===== config.mk =====
export PLATFORM = sky130hd
export DESIGN_NAME = comparator_1bit_data_ternary
export DESIGN_NICKNAME = d
export VERILOG_FILES = /design/src/rtl/comparator_1bit_data_ternary.sv
export SDC_FILE = /design/constraint.sdc
export NUM_CORES = 1
export LEC_CHECK = 0
export BUFFER_PORTS_ARGS = -buffer_cell sky130_fd_sc_hd__buf_2
export CAP_MARGIN = 20
export CORE_MARGIN = 2
export CORE_UTILIZATION = 35
export CTS_CLUSTER_DIAMETER = 80
export DETAILED_ROUTE_END_ITERATION = 10
export GPL_TIMING_DRIVEN = 0
export PLACE_DENSITY = 0.59
export SETUP_SLACK_MARGIN = 0.02
export SLEW_MARGIN = 20
export SYNTH_ARGS = -nofsm -noshare
export SYNTH_HDL_FRONTEND = slang
export SYNTH_SLANG_ARGS = --single-unit

===== constraint.sdc =====
create_clock -name clk -period 1.8 [get_ports clk]
set_input_delay 0.18 -clock clk [delete_from_list [all_inputs] [get_ports clk]]
set_output_delay 0.18 -clock clk [all_outputs]
set_load 0.05 [all_outputs]

===== src/rtl/comparator_1bit_data_ternary.sv =====
// Registered 1-bit magnitude comparator with one-hot GT/EQ/LT flags and saturating outcome counters.
// Latency: one clock from sampled A/B to flags. Backpressure: none; the flags hold while en is low.
module comparator_1bit_data_ternary #(
  parameter int CNT_W = 8
) (
  input  logic             clk,
  input  logic             rst_n,
  input  logic             A,
  input  logic             B,
  input  logic             en,
  input  logic             clr,
  output logic             GT,
  output logic             EQ,
  output logic             LT,
  output logic             valid,
  output logic [CNT_W-1:0] gt_cnt,
  output logic [CNT_W-1:0] eq_cnt,
  output logic [CNT_W-1:0] lt_cnt
);

  localparam logic [CNT_W-1:0] CNT_MAX = '1;

  logic             w_gt_n;
  logic             w_eq_n;
  logic             w_lt_n;
  logic             r_gt;
  logic             r_eq;
  logic             r_lt;
  logic             r_valid;
  logic [CNT_W-1:0] r_gt_cnt;
  logic [CNT_W-1:0] r_eq_cnt;
  logic [CNT_W-1:0] r_lt_cnt;

  assign w_gt_n = A & ~B;
  assign w_eq_n = ~(A ^ B);
  assign w_lt_n = ~A & B;

  // The flags hold their last result while en is low. Only valid pulses.
  always_ff @(posedge clk or negedge rst_n) begin
    if (!rst_n) begin
      r_gt    <= 1'b0;
      r_eq    <= 1'b0;
      r_lt    <= 1'b0;
      r_valid <= 1'b0;
    end else begin
      r_valid <= en;
      if (en) begin
        r_gt <= w_gt_n;
        r_eq <= w_eq_n;
        r_lt <= w_lt_n;
      end
    end
  end

  // clr wins over a same-edge increment, so that compare is dropped from the stats.
  always_ff @(posedge clk or negedge rst_n) begin
    if (!rst_n) begin
      r_gt_cnt <= '0;
      r_eq_cnt <= '0;
      r_lt_cnt <= '0;
    end else if (clr) begin
      r_gt_cnt <= '0;
      r_eq_cnt <= '0;
      r_lt_cnt <= '0;
    end else if (en) begin
      if (w_gt_n && (r_gt_cnt != CNT_MAX)) r_gt_cnt <= r_gt_cnt + 1'b1;
      if (w_eq_n && (r_eq_cnt != CNT_MAX)) r_eq_cnt <= r_eq_cnt + 1'b1;
      if (w_lt_n && (r_lt_cnt != CNT_MAX)) r_lt_cnt <= r_lt_cnt + 1'b1;
    end
  end

  assign GT     = r_gt;
  assign EQ     = r_eq;
  assign LT     = r_lt;
  assign valid  = r_valid;
  assign gt_cnt = r_gt_cnt;
  assign eq_cnt = r_eq_cnt;
  assign lt_cnt = r_lt_cnt;

endmodule


### Word level (Yosys, flattened, before mapping)

Cells that the tools add are included.

| word-level totals | value |
|---|---|
| flip-flop bits (word level) | 28 |
| input bits | 6 |
| output and inout bits | 28 |
| logic and storage cells | 38 |

| cells by class | value |
|---|---|
| add/sub/neg operators | 3 |
| eq/ne operators | 3 |
| multiplexer cells | 9 |
| bitwise operators | 6 |
| reductions and logical operators | 10 |

Operator list:

| operator | count |
|---|---|
| 8-bit two-way mux | 9 |
| 8-bit by 1-bit adder with 8-bit output, second input constant | 3 |
| 8-bit != test, second input constant | 3 |
| 2-bit nonzero test | 4 |
| 2-bit AND reduction | 3 |
| 1-bit logical AND | 3 |
| 1-bit inverter | 3 |
| 1-bit bitwise AND | 2 |
| 1-bit XOR | 1 |

### Logic depth before layout (Yosys ltp)

Gate-level depths: netlist of run 1.

| depth | value |
|---|---|
| depth after elaboration | 6 |
| mapped depth | 5 |

### Worst setup path after synthesis of run 1

No wires, ideal clock.

| timing path | value |
|---|---|
| path type | flip-flop to flip-flop |
| start | reg r_eq_cnt[0], in the netlist eq_cnt[0] |
| end | reg r_eq_cnt[0], in the netlist eq_cnt[0] |
| data arrival time | 1.719 ns |
| data required time | 1.675 ns |
| setup slack | -0.044 ns |
| stages on the path, launching flop included | 5 |
| buffers on the path | 0 |
| period minus slack after synthesis | 1.844 ns |
| cell sequence | dfrtp_1 ha_1 and3_1 a31oi_1 mux2_2 |

| between the ends | value |
|---|---|
| word-level cells in the longest chain between the ends | 4 |

Ends and longest elaborated chain:

| what | line | RTL |
|---|---|---|
| start, declared | 31 | `logic [CNT_W-1:0] r_eq_cnt;` |
| start signal, assigned | 67 | `if (w_eq_n && (r_eq_cnt != CNT_MAX)) r_eq_cnt <= r_eq_cnt + 1'b1;` |
| 8-bit by 1-bit adder with 8-bit output or 8-bit != test (tied branches) | 67 |  |
| 8-bit two-way mux or 1-bit logical AND (tied branches) | 67 |  |
| 8-bit two-way mux or 2-bit nonzero test (tied branches) | n/a |  |
| 8-bit two-way mux or 2-bit AND reduction (tied branches) | n/a |  |

Several ways; a longest one is shown, not always the timed one. The select of a mux whose other input is x is not followed.
A chain may end at the register's enable or synchronous reset.

### Worst setup path after layout of run 1

| timing path | value |
|---|---|
| start | reg r_gt_cnt[0], in the netlist gt_cnt[0] |
| end | reg r_gt_cnt[0], in the netlist gt_cnt[0] |

| between the ends | value |
|---|---|
| word-level cells in the longest chain between the ends | 4 |

Ends and longest elaborated chain:

| what | line | RTL |
|---|---|---|
| start, declared | 30 | `logic [CNT_W-1:0] r_gt_cnt;` |
| start signal, assigned | 66 | `if (w_gt_n && (r_gt_cnt != CNT_MAX)) r_gt_cnt <= r_gt_cnt + 1'b1;` |
| 8-bit by 1-bit adder with 8-bit output or 8-bit != test (tied branches) | 66 |  |
| 8-bit two-way mux or 1-bit logical AND (tied branches) | 66 |  |
| 8-bit two-way mux or 2-bit nonzero test (tied branches) | n/a |  |
| 8-bit two-way mux or 2-bit AND reduction (tied branches) | n/a |  |

Several ways; a longest one is shown, not always the timed one. The select of a mux whose other input is x is not followed.

==> flow_summary.toml, run 1 <==
[placed_design]
pre_cts_ws_ps = 107
io_buffers = 33
gp_congestion = 0.881
dp.cells = 235
dpl.hpwl_um = 2610
placed_area_um2 = 1750

[synth]
syn_area_um2 = 1520
async_flop_share_pct = 100
synthTopCellsByArea = "dfrtp_1 (46%), and3_1 (4.5%), a211oi_1 (4.4%), mux2_2 (4.4%), a31oi_1 (4.1%)"
syn_avg_cell_area_um2 = 10.0
yosys.area.top_type = "dfrtp_1"
synth_edf_count = 0
netlist_top_cells_count = "dfrtp_1 (28), and3_1 (11), a21oi_1 (10), a31oi_1 (10), a211oi_1 (9)"
yosys_most_used_dff = "dfrtp_1"
ys_seq_area_share_pct = 46.0
synth-warning-count = 0
syn_nets = 163
synthCells = 152
synth-seq-cells = 28
netlist-cell-type-count = 29
synth_top_area_share_pct = 46.0
post-synth-top-count-cell = "dfrtp_1"

[route]
wirelength_um = 3640
drt_iter0_drc = 76
drc = 0
wl_per_cell_um = 15.2
ant_nets = 0
drtPass1Iterations = 4
vias_per_cell = 5.51
via_count = 1323

[finish]
n_antenna_cell = 0
stdcell_count = 240
final_layout_size_suffix_gt1_share_pct = 25.3
fin_nets = 202
area_growth_pct = 19.2
utilization_pct = 44.4
design_area_um2 = 1820

[cts]
cts_buffers = 3
clk_pin_slew_ps = 100
cts_tree = "built"
clk_path_buf_depth = 2
cts_setup_buffers = 0
htree_num_levels = 1
cts_sinks = 28
ctsRootBufferMaster = "clkbuf_8"
insertion_delay_ps = 270

[global_route]
grt_start_max_net_pins = 29
grt.overflow.total = 0
antenna_found_initial = 0
grt_pass1_wl_um = 6270
grt_pass1_vias = 1363
grtUsageTotal_pct = 15.5

[timing]
setup_tns_ps = 0
setup_viol = 0
max-slew-margin-rel_pct = 57.0
fin_skew_ps = 2.25
slew_violations = 0
rsz0062_at_grt = "no"
worstMarginPinSlew_ps = 645
hold_viol = 0
min_period_ps = 1700
fmax_mhz = 590
fin_crit_sh_pct = 94.2
setup_slack_ps = 104
timing.hold.ws_ps = 128

[die]
core_area_um2 = 4090
die_w_um = 70.0
boundaryPins = 34
fp.dieH_um = 70.0
die_area_um2 = 4890
row_count = 23
initial_core_util_pct = 37.3

[worst_hold_path]
hold_class = "in2reg"

[setup_path]
cp.arrival_ps = 1860
start_kind = "flip-flop"
worstPathMaxFanout = 9
required_ps = 1960
critPathKind = "reg2reg"
critPathCaptureType = "flip-flop"

[power_and_ir_drop]
p_leak_nw = 0.866
total_power_mw = 1.16
vdd_ir_drop_max_v = 0.000268
powerDensity_nw_per_um2 = 638

[outcome]
status = "complete, no violations"

[flow_run]
maxCapViolCount = 0
cell usage in the layout (no fill, tap or decap), types with 3 or more instances in the layout:
cell type   n
clkbuf_1    7
a31oi_1     9
mux2_2      6
nor2b_1     7
nand3_1     4
mux2i_1     3
dfrtp_1    25
nand2b_1    6
a311oi_1    6
dfrtp_2     3
a21oi_1    10
nor2_1      5
a211oi_1    9
ha_1        5
o21ai_0     3
clkbuf_8    3
buf_2      33
inv_1       6
nand2_1     8
and4_1      5
and3_1     11
cell type report:
| type | instances | area (µm²) |
|---|---|---|
| timing repair buffer | 34 | 175 |
| sequential | 28 | 704 |
| buffer | 7 | 30.0 |
| clock buffer | 4 | 45.0 |
| tap | 50 | 62.6 |
| multi-input combinational | 111 | 776 |
| fill | 417 | 2270 |
| inverter | 6 | 22.5 |
worst max-delay path: stages, from the launching register on:
cell and delay (ps):
dfrtp_2 470, ha_1 290, and4_1 200, a21oi_1 270, mux2_2 370
report_power, final:
| group | total, mW | switching (mW) | internal (mW) |
|---|---|---|---|
| sequential | 0.656 | 0.0125 | 0.643 |
| clock | 0.350 | 0.192 | 0.158 |
| combinational | 0.153 | 0.112 | 0.0405 |
| total | 1.16 | 0.316 | 0.842 |
per-layer routing:
layer / GRT usage (%) / part of all wire [%] / vias up
li1: - / - / 655
met1: 20.6 / 49 / 634
met2: 25.9 / 46 / 30
met3: 2.31 / 3.7 / 4
met4: 5.13 / 0.93 / 0
met5: 0 / 0 / -
registers in the layout, indices dropped and copies added (netlist names):
name,count
LT,1
GT,1
eq_cnt,8
EQ,1
valid,1
lt_cnt,8
gt_cnt,8
worst paths after layout:
path / from / endpoint / slack, ps / cells past startpoint
setup / recovery: gt_cnt[0]$_DFFE_PN0P_ / gt_cnt[0]$_DFFE_PN0P_ / 100 / 4
hold / removal: en / valid$_DFF_PN0_ / 130 / 1
setup reg to reg: gt_cnt[0]$_DFFE_PN0P_ / gt_cnt[0]$_DFFE_PN0P_ / 100 / 4
hold reg to reg: GT$_DFFE_PN0P_ / GT$_DFFE_PN0P_ / 540 / 2
max in group asynchronous: rst_n / eq_cnt[0]$_DFFE_PN0P_ / 880 / 2
min in group asynchronous: rst_n / lt_cnt[7]$_DFFE_PN0P_ / 470 / 2
cell families after synthesis:
group / Yosys count / synth area share, %
buffers and inverters: 13 / 3.45
flip-flops: 28 / 46.0
adder cells (fa/ha/maj): 5 / 4.11
AND/OR/NAND/NOR: 55 / 21.5
AO/OA/AOI/OAI: 42 / 18.5
multiplexers: 9 / 6.41
repair_timing:
item / 4_1_cts / 5_1_grt
resized for setup: 0 / 1
endpoints found under the setup margin: 0 / 1
hold buffers: 1 / 0
hold endpoints to repair: 28 / 0
Note: power is estimated with default switching activity, not from simulation.
==> run 2: changes to the inputs <==
--- a/config.mk
+++ b/config.mk
@@ -5,14 +5,15 @@
 export SDC_FILE = /design/constraint.sdc
 export NUM_CORES = 1
 export LEC_CHECK = 0
+export ABC_AREA = 1
 export BUFFER_PORTS_ARGS = -buffer_cell sky130_fd_sc_hd__buf_2
 export CAP_MARGIN = 20
 export CORE_MARGIN = 2
-export CORE_UTILIZATION = 35
+export CORE_UTILIZATION = 27
 export CTS_CLUSTER_DIAMETER = 80
 export DETAILED_ROUTE_END_ITERATION = 10
 export GPL_TIMING_DRIVEN = 0
-export PLACE_DENSITY = 0.59
+export PLACE_DENSITY = 0.48
 export SETUP_SLACK_MARGIN = 0.02
 export SLEW_MARGIN = 20
 export SYNTH_ARGS = -nofsm -noshare
==> run 2 against run 1 <==
  * Synthesized cell count up 47%
  * Fmax up 23%
  * Routed wire length up 5.4%
  * Non-clock buffer count down 5
  * Sequential power about the same
  * Hold slack worse by 44 ps
  * Clock-buffer cell count down 1
  * Via count up 11%
  * Global-route usage down 3.7 points
  * Critical path depth up 5
  * Die area up 42%
  * Register-to-register slack better by 310 ps
  * Critical path type unchanged
  * Largest cell class unchanged
  * Largest power group unchanged
==> flow_summary.toml, run 2 <==
[outcome]
status = "complete, no violations"

[global_route]
antenna_found_initial = 0
grt_pass1_vias = 1388
grt_pass1_wl_um = 6810
grtUsageTotal_pct = 11.9
grt.overflow.total = 0
grt_start_max_net_pins = 29

[timing]
fin_skew_ps = 5.95
max-slew-margin-rel_pct = 56.7
fmax_mhz = 723
fin_crit_sh_pct = 76.9
setup_slack_ps = 416
setup_tns_ps = 0
slew_violations = 0
min_period_ps = 1380
hold_viol = 0
worstMarginPinSlew_ps = 649
rsz0062_at_grt = "no"
setup_viol = 0

[die]
row_count = 28
fp.dieH_um = 83.3
boundaryPins = 34
initial_core_util_pct = 28.4
die_w_um = 83.3
core_area_um2 = 5990
die_area_um2 = 6940

[finish]
fin_nets = 272
stdcell_count = 334
n_antenna_cell = 0
fill_cells = 643
design_area_um2 = 2000
final_layout_size_suffix_gt1_share_pct = 24.3
area_growth_pct = 18.0
mostFrequentLayoutCells = "nand2_1 (66), buf_2 (33), dfrtp_1 (28)"
final_common_cell = "nand2_1"

[cts]
clk_pin_slew_ps = 100
cts_setup_buffers = 0
insertion_delay_ps = 270
ctsRootBufferMaster = "clkbuf_8"
clk_path_buf_depth = 2
htree_num_levels = 1
cts_buffers = 3
cts_sinks = 28
cts_tree = "built"

[placed_design]
dp.cells = 330
dpl.hpwl_um = 2920
gp_congestion = 0.783
io_buffers = 32
pre_cts_ws_ps = 415
placed_area_um2 = 1950

[synth]
netlist-cell-type-count = 26
yosys.area.top_type = "dfrtp_1"
synth-warning-count = 0
synthCells = 223
synth_edf_count = 0
syn_nets = 234
async_flop_share_pct = 100
synth_top_area_share_pct = 41.2
post-synth-top-count-cell = "nand2_1"
syn_area_um2 = 1700
synthTopCellsByArea = "dfrtp_1 (41%), nand2_1 (15%), nor2_1 (6.0%), inv_1 (5.1%), nand2_4 (4.6%)"
synth-seq-cells = 28
syn_avg_cell_area_um2 = 7.62
ys_seq_area_share_pct = 41.2
yosys_most_used_dff = "dfrtp_1"
netlist_top_cells_count = "nand2_1 (66), dfrtp_1 (28), nor2_1 (27)"

[power_and_ir_drop]
p_clk_share_pct = 29.6
powerDensity_nw_per_um2 = 584
internal-power_mw = 0.833
p_leak_nw = 1.11
seq_power_share_pct = 55.9
vdd_ir_drop_max_v = 0.000380
total_power_mw = 1.17
comb_power_share_pct = 14.5
netSwitchingPower_mw = 0.336
swShare_pct = 28.8

[route]
wirelength_um = 3840
drc = 0
drtPass1Iterations = 4
wl_per_cell_um = 11.5
ant_nets = 0
via_count = 1474
vias_per_cell = 4.41
drt_iter0_drc = 89

[worst_hold_path]
hold_class = "in2reg"

[setup_path]
crit_buf_inv = 1
path_cells = "ha_1, nand2_2, nor2_4, nand2_1, nand2_2, nand2_4, clkinv_2, nand2_1, nand2_1"
required_ps = 1980
critPathCaptureType = "flip-flop"
worstPathMaxFanout = 6
cpMostUsedCell = "nand2_1"
crit_family = "simple AND/OR/NAND/NOR gates"
regToRegSetupSlack_ps = 420
slowest_stage = "dfrtp_1"
critPathKind = "reg2reg"
start_kind = "flip-flop"
cp.arrival_ps = 1560
max_stage_delay_ps = 430

[flow_run]
maxCapViolCount = 0
run 2: stage by stage:
step	hold WS [ps]	utilization [%]
2_1_floorplan	-116	-
3_3_place_gp	259	32.6
3_5_place_dp	266	32.6
4_1_cts	77.5	33.5
5_1_grt	76.6	33.5
6_report	83.6	33.5
run 2: timing repair:
action,CTS,global route
hold buffers,1,0
gates resized for setup,0,0
setup endpoints to repair,0,0
endpoints found under the hold margin,28,0
run 2: worst paths after layout:
check                                            from                     to  cells past startpoint
worst max-delay path            gt_cnt[1]$_DFFE_PN0P_  gt_cnt[3]$_DFFE_PN0P_                      9
worst min-delay path                               en        valid$_DFF_PN0_                      1
worst max register to register  gt_cnt[1]$_DFFE_PN0P_  gt_cnt[3]$_DFFE_PN0P_                      9
worst min register to register  lt_cnt[6]$_DFFE_PN0P_  lt_cnt[6]$_DFFE_PN0P_                      2
max in group asynchronous                       rst_n  eq_cnt[1]$_DFFE_PN0P_                      2
min in group asynchronous                       rst_n  gt_cnt[2]$_DFFE_PN0P_                      2
run 2: per-layer routing:
| layer | track usage [%] | part of all wire [%] | wire length, µm | vias up |
|---|---|---|---|---|
| li1 | - | - | - | 777 |
| met1 | 16.5 | 49 | 1890 | 656 |
| met2 | 19.0 | 45 | 1720 | 39 |
| met3 | 2.88 | 5.2 | 198 | 2 |
| met4 | 1.79 | 0.63 | 24 | 0 |
| met5 | 0 | 0 | 0 | - |
run 2: kinds of logic after synthesis:
logic type,count (synthesis),share of synthesized area [%]
AND/OR/NAND/NOR,137,39.3
buffers and inverters,34,8.91
flip-flops,28,41.2
AO/OA/AOI/OAI,16,5.30
adder cells (fa/ha/maj),5,3.68
XOR/XNOR,3,1.55
run 2: cell type report:
type                    count  area, µm²  share of cell area [%]
multi-input cells         161        847                    42.3
repair buffers             33        170                    8.49
clock buffers               3       41.3                    2.06
well taps                  75       93.8                    4.68
inverters                  31        128                    6.37
flip-flops and latches     28        701                    35.0
plain buffers               3       23.8                    1.19
run 2: power groups by stage:
stage | Combinational [mW] | Clock, mW | Sequential, mW
2_1_floorplan | 0.0670 | 0 | 0.716
3_3_place_gp | 0.173 | 0 | 0.666
3_5_place_dp | 0.172 | 0 | 0.667
4_1_cts | 0.175 | 0.372 | 0.654
5_1_grt | 0.189 | 0.396 | 0.656
6_report | 0.170 | 0.346 | 0.653
==> run 3: changes to the inputs <==
--- a/config.mk
+++ b/config.mk
@@ -13,7 +13,7 @@
 export CTS_CLUSTER_DIAMETER = 80
 export DETAILED_ROUTE_END_ITERATION = 10
 export GPL_TIMING_DRIVEN = 0
-export PLACE_DENSITY = 0.48
+export PLACE_DENSITY = 0.5
 export SETUP_SLACK_MARGIN = 0.02
 export SLEW_MARGIN = 20
 export SYNTH_ARGS = -nofsm -noshare
==> constraint.sdc (replaced) <==
create_clock -name clk -period 1.1 [get_ports clk]
set_input_delay 0.11 -clock clk [delete_from_list [all_inputs] [get_ports clk]]
set_output_delay 0.11 -clock clk [all_outputs]
set_load 0.05 [all_outputs]
==> run 3 against run 2 <==
  * The run now ends with negative setup slack left
  * Routed wire length grew 13%
  * Combinational power grew 120%
  * Clock power grew 140%
  * Clock skew shrank 2.3 ps
  * Critical endpoint is now eq_cnt[2]$_DFFE_PN0P_
  * Highest routed layer unchanged
==> flow_summary.toml, run 3 (same netlist as run 2, synthesis figures left out) <==
[global_route]
antenna_found_initial = 0
grt.overflow.total = 0
grt_pass1_vias = 1488
grtUsageTotal_pct = 12.3
grt_start_max_net_pins = 29
grt_pass1_wl_um = 6980

[setup_path]
critPathKind = "reg2reg"
reg2reg_to = "eq_cnt[2]$_DFFE_PN0P_"
start_kind = "flip-flop"
r2r-start = "eq_cnt[1]$_DFFE_PN0P_"
reg2regPathDepth = 9
cp.arrival_ps = 1450
required_ps = 1280
critPathCaptureType = "flip-flop"
regToRegSetupSlack_ps = -170
worstPathMaxFanout = 4

[finish]
design_area_um2 = 2530
mostFrequentLayoutCells = "nand2_1 (55), buf_4 (27), nor2_1 (24)"
n_antenna_cell = 0
fin_nets = 295
area_growth_pct = 49.1
final_layout_size_suffix_gt1_share_pct = 47.0
fill_cells = 609
final_common_cell = "nand2_1"
stdcell_count = 358
utilization_pct = 42.3

[worst_hold_path]
hold_class = "in2reg"
holdPathStages = 2
hold_path_startpoint = "en"
hold_end = "GT$_DFFE_PN0P_"

[placed_design]
placed_area_um2 = 2040
io_buffers = 32
dp.cells = 330
pre_cts_ws_ps = -232
gp_congestion = 0.720
dpl.hpwl_um = 2960

[route]
vias_per_cell = 4.51
wirelength_um = 4350
drc = 0
wl_per_cell_um = 12.2
drtPass1Iterations = 4
ant_nets = 0
drt_iter0_drc = 33
via_count = 1613

[timing]
max-slew-margin-rel_pct = 54.0
fmax_mhz = 790
rsz0062_at_grt = "yes"
hold_viol = 0
fin_skew_ps = 3.68
setup_viol = 31
min_period_ps = 1270
worstMarginPinSlew_ps = 690
setup_slack_ps = -166
slew_violations = 0
fin_crit_sh_pct = 115
timing.hold.ws_ps = 91.7

[die]
fp.dieH_um = 83.3
boundaryPins = 34
row_count = 28
initial_core_util_pct = 28.4
core_area_um2 = 5990
die_area_um2 = 6940
die_w_um = 83.3

[cts]
cts_buffers = 3
cts_sinks = 28
cts_tree = "built"
htree_num_levels = 1
clk_pin_slew_ps = 110
insertion_delay_ps = 280
clk_path_buf_depth = 2
ctsRootBufferMaster = "clkbuf_8"

[power_and_ir_drop]
p_leak_nw = 1.28
powerDensity_nw_per_um2 = 902
vdd_ir_drop_max_v = 0.000569

[flow_run]
maxCapViolCount = 0

[outcome]
violations = "negative setup slack"
status = "complete, but fails checks"
[run 3: cell types whose count changed in the layout (fill, tap and decap cells not counted), sizes merged]
cell,change
buf,+19
clkbuf,+3
bufinv,+1
dlygate4sd3,+1
[run 3: metrics by stage]
stage | setup TNS, ps | power, mW
2_1_floorplan | -5410 | 1.29
3_3_place_gp | -3620 | 1.38
3_5_place_dp | -4090 | 1.39
4_1_cts | -3370 | 2.32
5_1_grt | -5350 | 2.41
6_report | -3370 | 2.29
[run 3: critical path, stage by stage (launching register included)]
cell and delay (ps):
dfrtp_2 450, ha_4 180, nand2_4 90, nor2_8 50, nand2_4 80, nand2_4 50
nand2_4 90, clkinv_4 80, nand2_2 60, nand2_2 40
[run 3: how the worst max path moves through the flow]
stage | cells past startpoint | slack (ps) | end | startpoint
detailed placement | 10 | -230 | eq_cnt[3]$_DFFE_PN0P_ | A
global placement | 9 | -210 | gt_cnt[1]$_DFFE_PN0P_ | gt_cnt[1]$_DFFE_PN0P_
finish | 9 | -170 | eq_cnt[2]$_DFFE_PN0P_ | eq_cnt[1]$_DFFE_PN0P_
global route | 9 | -260 | gt_cnt[4]$_DFFE_PN0P_ | gt_cnt[1]$_DFFE_PN0P_
floorplan | 8 | -260 | gt_cnt[4]$_DFFE_PN0P_ | gt_cnt[1]$_DFFE_PN0P_
CTS | 9 | -170 | eq_cnt[1]$_DFFE_PN0P_ | eq_cnt[1]$_DFFE_PN0P_
[run 3: final cells by class]
cell class / instances / area [µm²] / share of cell area (%)
well taps: 75 / 93.8 / 3.70
clock inverters: 1 / 30.0 / 1.19
flip-flops and latches: 28 / 727 / 28.7
plain buffers: 3 / 23.8 / 0.938
multi-input cells: 161 / 995 / 39.3
clock buffers: 3 / 41.3 / 1.63
inverters: 31 / 131 / 5.19
repair buffers: 56 / 492 / 19.4
[run 3: repair_timing]
| item | 4_1_cts | 5_1_grt |
|---|---|---|
| hold endpoints to repair | 29 | 0 |
| resized for setup | 47 | 28 |
| hold buffers | 2 | 0 |
| endpoints found under the setup margin | 42 | 45 |
| cloned | 0 | 0 |
| buffers inserted | 14 | 9 |
| pin swaps | 9 | 6 |
[run 3: metal layers]
| layer | GRT usage (%) | vias up | wire length (µm) |
|---|---|---|---|
| met4 | 2.24 | 0 | 25 |
| met3 | 2.88 | 2 | 131 |
| met2 | 21.4 | 21 | 2120 |
| met5 | 0 | - | 0 |
| met1 | 15.7 | 767 | 2070 |
| li1 | - | 823 | - |
[run 3: where the power goes]
group | internal (mW) | switching, mW
Combinational | 0.125 | 0.244
Clock | 0.488 | 0.355
Sequential | 1.05 | 0.0216
Total | 1.67 | 0.620
